$ cat src/rtl/uart_tx_fifo_if.sv
// uart_tx_fifo_if: producer write port plus transmitter handshake for uart_tx_fifo.
// Optional UART_TXF_OVF_CNT_EN adds the ovf_count status signal.
`default_nettype none

interface uart_tx_fifo_if #(
  parameter int DEPTH = 16
);
  localparam int AW = $clog2(DEPTH);

  logic [7:0]  wr_data;
  logic        wr_en;
  logic        flush;
  logic        full;
  logic        empty;
  logic [AW:0] level;
  logic        overflow;
  logic [7:0]  tx_data;
  logic        tx_start;
  logic        tx_busy;
`ifdef UART_TXF_OVF_CNT_EN
  logic [15:0] ovf_count;

  modport master (
    output wr_data, wr_en, flush, tx_busy,
    input  full, empty, level, overflow, tx_data, tx_start, ovf_count
  );
  modport slave (
    input  wr_data, wr_en, flush, tx_busy,
    output full, empty, level, overflow, tx_data, tx_start, ovf_count
  );
`else
  modport master (
    output wr_data, wr_en, flush, tx_busy,
    input  full, empty, level, overflow, tx_data, tx_start
  );
  modport slave (
    input  wr_data, wr_en, flush, tx_busy,
    output full, empty, level, overflow, tx_data, tx_start
  );
`endif
endinterface

`default_nettype wire

$ cat src/rtl/uart_tx_fifo.sv
// ---------------------------------------------------------------------------
// uart_tx_fifo: byte FIFO that drains one byte at a time into a UART transmitter.
// Optional macro UART_TXF_OVF_CNT_EN adds a saturating dropped-write counter.
// Revision: 1.0
// ---------------------------------------------------------------------------
`default_nettype none

module uart_tx_fifo #(
  parameter int DEPTH = 16
) (
  input  wire logic         clk,
  input  wire logic         rst_n,
  uart_tx_fifo_if.slave     bus
);
  localparam int AW = $clog2(DEPTH);

  localparam logic [1:0] S_IDLE = 2'd0;
  localparam logic [1:0] S_ARM  = 2'd1;
  localparam logic [1:0] S_WAIT = 2'd2;

  logic [7:0]  mem [DEPTH];
  logic [AW:0] wr_ptr;
  logic [AW:0] rd_ptr;
  logic [1:0]  state;
  logic [7:0]  tx_data_r;
  logic        tx_start_r;
  logic        overflow_r;
  logic        fifo_empty;
  logic        fifo_full;
  logic        do_write;
  logic        do_drop;
  logic        do_pop;

  assign fifo_empty = (wr_ptr == rd_ptr);
  assign fifo_full  = (wr_ptr[AW] != rd_ptr[AW]) && (wr_ptr[AW-1:0] == rd_ptr[AW-1:0]);

  // Flush overrides both the write and the pop; full uses pre-edge pointers.
  assign do_write = bus.wr_en && !fifo_full && !bus.flush;
  assign do_drop  = bus.wr_en &&  fifo_full && !bus.flush;
  assign do_pop   = (state == S_IDLE) && !fifo_empty && !bus.tx_busy && !bus.flush;

  always_ff @(posedge clk) begin
    if (do_write) begin
      mem[wr_ptr[AW-1:0]] <= bus.wr_data;
    end
  end

  always_ff @(posedge clk or negedge rst_n) begin
    if (!rst_n) begin
      wr_ptr     <= '0;
      rd_ptr     <= '0;
      overflow_r <= 1'b0;
    end else begin
      overflow_r <= do_drop;
      if (bus.flush) begin
        wr_ptr <= '0;
        rd_ptr <= '0;
      end else begin
        if (do_write) wr_ptr <= wr_ptr + 1'b1;
        if (do_pop)   rd_ptr <= rd_ptr + 1'b1;
      end
    end
  end

  // Drain controller; an in-flight byte runs to completion regardless of flush.
  always_ff @(posedge clk or negedge rst_n) begin
    if (!rst_n) begin
      state      <= S_IDLE;
      tx_data_r  <= 8'h00;
      tx_start_r <= 1'b0;
    end else begin
      case (state)
        S_IDLE: begin
          if (do_pop) begin
            tx_data_r  <= mem[rd_ptr[AW-1:0]];
            tx_start_r <= 1'b1;
            state      <= S_ARM;
          end
        end
        S_ARM: begin
          tx_start_r <= 1'b0;
          state      <= S_WAIT;
        end
        S_WAIT: begin
          if (!bus.tx_busy) state <= S_IDLE;
        end
        default: begin
          tx_start_r <= 1'b0;
          state      <= S_IDLE;
        end
      endcase
    end
  end

`ifdef UART_TXF_OVF_CNT_EN
  logic [15:0] ovf_count_r;

  always_ff @(posedge clk or negedge rst_n) begin
    if (!rst_n) begin
      ovf_count_r <= 16'h0000;
    end else if (bus.flush) begin
      ovf_count_r <= 16'h0000;
    end else if (do_drop && (ovf_count_r != 16'hFFFF)) begin
      ovf_count_r <= ovf_count_r + 16'h0001;
    end
  end

  assign bus.ovf_count = ovf_count_r;
`endif

  assign bus.full     = fifo_full;
  assign bus.empty    = fifo_empty;
  assign bus.level    = wr_ptr - rd_ptr;
  assign bus.overflow = overflow_r;
  assign bus.tx_data  = tx_data_r;
  assign bus.tx_start = tx_start_r;

endmodule

`default_nettype wire
$ cat src/flat_wrapper.sv
// flat-port wrapper written by rule: the top's interface ports become plain ports
module uart_tx_fifo_flat 
#(
  parameter int DEPTH = 16
)
  (clk, rst_n, bus_wr_data, bus_wr_en, bus_flush, bus_tx_busy, bus_full, bus_empty, bus_level, bus_overflow, bus_tx_data, bus_tx_start);
  uart_tx_fifo_if #(.DEPTH(DEPTH)) bus_i ();
  input  wire logic clk;
  input  wire logic rst_n;
  input wire logic [$bits(bus_i.wr_data)-1:0] bus_wr_data;
  input wire logic [$bits(bus_i.wr_en)-1:0] bus_wr_en;
  input wire logic [$bits(bus_i.flush)-1:0] bus_flush;
  input wire logic [$bits(bus_i.tx_busy)-1:0] bus_tx_busy;
  output wire logic [$bits(bus_i.full)-1:0] bus_full;
  output wire logic [$bits(bus_i.empty)-1:0] bus_empty;
  output wire logic [$bits(bus_i.level)-1:0] bus_level;
  output wire logic [$bits(bus_i.overflow)-1:0] bus_overflow;
  output wire logic [$bits(bus_i.tx_data)-1:0] bus_tx_data;
  output wire logic [$bits(bus_i.tx_start)-1:0] bus_tx_start;
  assign bus_i.wr_data = bus_wr_data;
  assign bus_i.wr_en = bus_wr_en;
  assign bus_i.flush = bus_flush;
  assign bus_i.tx_busy = bus_tx_busy;
  assign bus_full = bus_i.full;
  assign bus_empty = bus_i.empty;
  assign bus_level = bus_i.level;
  assign bus_overflow = bus_i.overflow;
  assign bus_tx_data = bus_i.tx_data;
  assign bus_tx_start = bus_i.tx_start;
  uart_tx_fifo #(.DEPTH(DEPTH)) u_core (.clk(clk), .rst_n(rst_n), .bus(bus_i));
endmodule
$ cat config.mk
export PLATFORM = sky130hd
export DESIGN_NAME = uart_tx_fifo_flat
export DESIGN_NICKNAME = d
export VERILOG_FILES = /design/src/rtl/uart_tx_fifo_if.sv /design/src/rtl/uart_tx_fifo.sv /design/src/flat_wrapper.sv
export SDC_FILE = /design/constraint.sdc
export NUM_CORES = 1
export LEC_CHECK = 0
export ABC_CLOCK_PERIOD_IN_PS = 2500
export CAP_MARGIN = 20
export CORE_MARGIN = 3
export CORE_UTILIZATION = 47
export DETAILED_ROUTE_END_ITERATION = 12
export PLACE_DENSITY = 0.68
export SLEW_MARGIN = 20
export SYNTH_ARGS = -nofsm -noshare
export SYNTH_HDL_FRONTEND = slang
export SYNTH_SLANG_ARGS = --single-unit
$ cat constraint.sdc
create_clock -name clk -period 2.5 [get_ports clk]
set_input_delay 0.375 -clock clk [delete_from_list [all_inputs] [get_ports clk]]
set_output_delay 0.375 -clock clk [all_outputs]
set_load 0.02 [all_outputs]
==> impl_metrics.yaml <==
placed_design:
  io_buffer_count: 29
  place_congestion: 0.813
  dp_hpwl_um: 8010
  dp_slack_ps: 76.0
synthesis:
  syn-num-nets: 407
  synthTopCellsByCount: "edfxtp_1 (128), mux2i_1 (50), nor2_1 (39), dfrtp_1 (22), o22ai_1 (16)"
  yosysWarnings: 0
  synthFlopType: "edfxtp_1"
  synth_most_common_cell: "edfxtp_1"
  yosysTopAreaCell: "edfxtp_1"
  postSynth.asyncResetShare_pct: 14.7
  ys_ff_latch: 150
  syn-cell-area_mm2: 0.00620
  syn_inst: 384
  synth_cell_types: 44
  synth_top_area_share_pct: 62.0
  syn_area_per_cell_um2: 16.1
  synth-edff-count: 128
  synth_seq_area_share_pct: 70.9
  synth_area_leaders: "edfxtp_1 (62%), dfrtp_1 (8.9%), mux2i_1 (8.1%)"
worst_setup_path:
  startpoint_type: "register"
  rr_worst_depth: 4
  cp_max_fo: 4
  crit_chain: "inv_1 > ha_1 > a21o_1 > a21oi_1 > xnor2_1 > clkdlybuf4s15_2"
  r2r_start: "u_core.rd_ptr[0]"
  cp.required_ps: 2120
  end_kind: "output port"
  critical_path.max_stage_delay_ps: 390
  path_class: "reg -> out"
  cp.arrival_ps: 2010
  r2r_slack_ps: 230
  reg2reg_to: "u_core.bus.tx_data[7]"
  cp_slowest_cell: "dfrtp_2"
power:
  p_leak_uw: 0.00256
  powerDensity_mw_per_mm2: 908
  ir_drop_mv: 0.603
  fin_total_pwr_uw: 6760
clock_tree:
  cts_hold_buf: 0
  root_buffer: "clkbuf_16"
  cts_tree: "yes"
  cts_made_buffers: 17
  cts.path.max_buffers: 2
  h-tree-depth: 4
  clkLatencyLatePin_ps: 410
  clock-sinks: 150
  path_clk_slew_ps: 60
drt:
  final_antenna_net_count: 0
  vias: 3447
  avgViaCountPerCell: 5.49
  remaining_drc_errors: 0
  dr.pass1.iters: 4
  routed_wl_um: 12500
  drt_iter0_drc: 355
  avgRoutedWirePerCell_um: 19.9
final_layout:
  area_growth_pct: 20.0
  fin_nets: 466
  final_core_util_pct: 58.3
  insertedDiodeCount: 0
  drive_gt1_share_pct: 18.6
timing:
  worst_slack_ps: 113
  setup_viol: 0
  worst_pin_slew_ps: 1040
  fin_crit_ps: 2390
  hold_viol: 0
  timing.fmax_ghz: 0.419
  finClkSkew_ps: 5.15
  period_share_pct: 95.5
  rsz0062_at_grt: "false"
  finalSetupTns_ps: 0
  relSlewSlack_pct: 30.9
  drv_slew: 0
worst_hold_path:
  hold_class: "in -> async"
floorplanning:
  row_count: 41
  fp.dieW_um: 121
  start_util_pct: 48.5
  die_height_um: 121
  dieArea_mm2: 0.0146
  core-area_mm2: 0.0128
  top_level_ports: 30
grt:
  first_global_vias: 3450
  grt_antenna_before_repair: 0
  grt_max_degree: 60
  grt_pass1_wl_um: 19600
  gr-total-overflow: 0
  grt_usage_pct: 18.3
status:
  status: "completed"
job:
  drv_cap: 0
## critical path, delay by kind of cell, from the launching register on
kind | cells | cell delay, ps
AOI/OAI and AO/OA | 2 | 380
xor gates and xnor gates | 1 | 130
adders and majority gates | 1 | 350
DFF | 1 | 390
buffers and inverters | 2 | 340
## stage by stage
step	hold slack [ps]	area [um2]	std cells
2_1_floorplan	79.4	6220	384
3_3_place_gp	464	6810	594
3_5_place_dp	484	6810	594
5_1_grt	431	7440	628
4_1_cts	391	7430	626
6_report	392	7440	628
## worst max-delay path by stage
stage / end / slack (ps) / start / depth (start not counted)
floorplan: u_core.mem[11][0] / 110 / u_core.rd_ptr[1] / 7
global placement: bus_level[4] / 80 / u_core.rd_ptr[0] / 7
detailed placement: bus_level[4] / 80 / u_core.rd_ptr[0] / 7
CTS: bus_level[4] / -70 / u_core.rd_ptr[0] / 7
global route: bus_empty / 20 / u_core.rd_ptr[2] / 5
finish: bus_level[3] / 110 / u_core.rd_ptr[1] / 6
## power breakdown
part           switching, uW  leakage [uW]  total [uW]  internal (uW)
Clock                    993      0.000305        2680           1680
Combinational            639      0.000824        1190            548
Sequential              70.5       0.00143        2900           2830
## flip-flops by register name (all words and copies together), names as in the netlist
name                 count
u_core.wr_ptr            5
u_core.bus.tx_start      1
u_core.bus.tx_data       8
u_core.bus.overflow      1
u_core.mem             128
u_core.rd_ptr            5
u_core.state             2
## routing by layer
| layer | track usage [%] | routed length [um] | up-vias |
|---|---|---|---|
| met5 | 0 | 0 | - |
| met4 | 7.58 | 270 | 0 |
| met3 | 3.78 | 426 | 24 |
| met2 | 28.2 | 6000 | 80 |
| met1 | 25.6 | 5780 | 1742 |
| li1 | - | - | 1601 |
## cells by family (layout without fill, tap and decap cells)
logic type,Yosys count,in the layout,share of synthesized area (%)
AO/OA/AOI/OAI,58,58,6.19
multiplexers,58,58,11.0
adder cells (fa/ha/maj),10,10,2.14
flip-flops,150,150,70.9
buffers and inverters,30,102,2.78
AND/OR/NAND/NOR,68,68,5.39
XOR/XNOR,10,10,1.65
## timing repair
| item | in CTS | in global routing |
|---|---|---|
| setup buffers | 0 | 2 |
| setup endpoints to repair | 6 | 4 |
| resized for setup | 12 | 5 |
## cell type report
class	count	area (um2)
clock buffers	18	429
clock inverters	14	196
fillers	935	5330
inverters	11	41.3
multi-input cells	204	1660
flip-flops and latches	150	4400
well taps	172	215
repair buffers	59	505
## placed cells by master (no fill, tap or decap), types with 2 or more instances in the layout
cell	instances
a21o_1	3
a21oi_1	4
a221oi_1	7
a31oi_1	9
buf_4	31
bufinv_16	4
clkbuf_16	17
clkdlybuf4s50_1	23
clkinv_2	2
dfrtp_1	20
dlygate4sd2_1	3
edfxtp_1	128
ha_1	8
inv_1	11
inv_6	4
mux2i_1	50
mux4_2	8
nand2_1	6
nand2b_1	3
nand3_1	4
nand3b_1	2
nor2_1	39
nor3_2	4
o211ai_1	3
o21ai_0	3
o21ai_1	9
o22ai_1	16
or3_1	2
xnor2_1	5
xor2_1	3
Note: power is estimated with default switching activity, not from simulation.
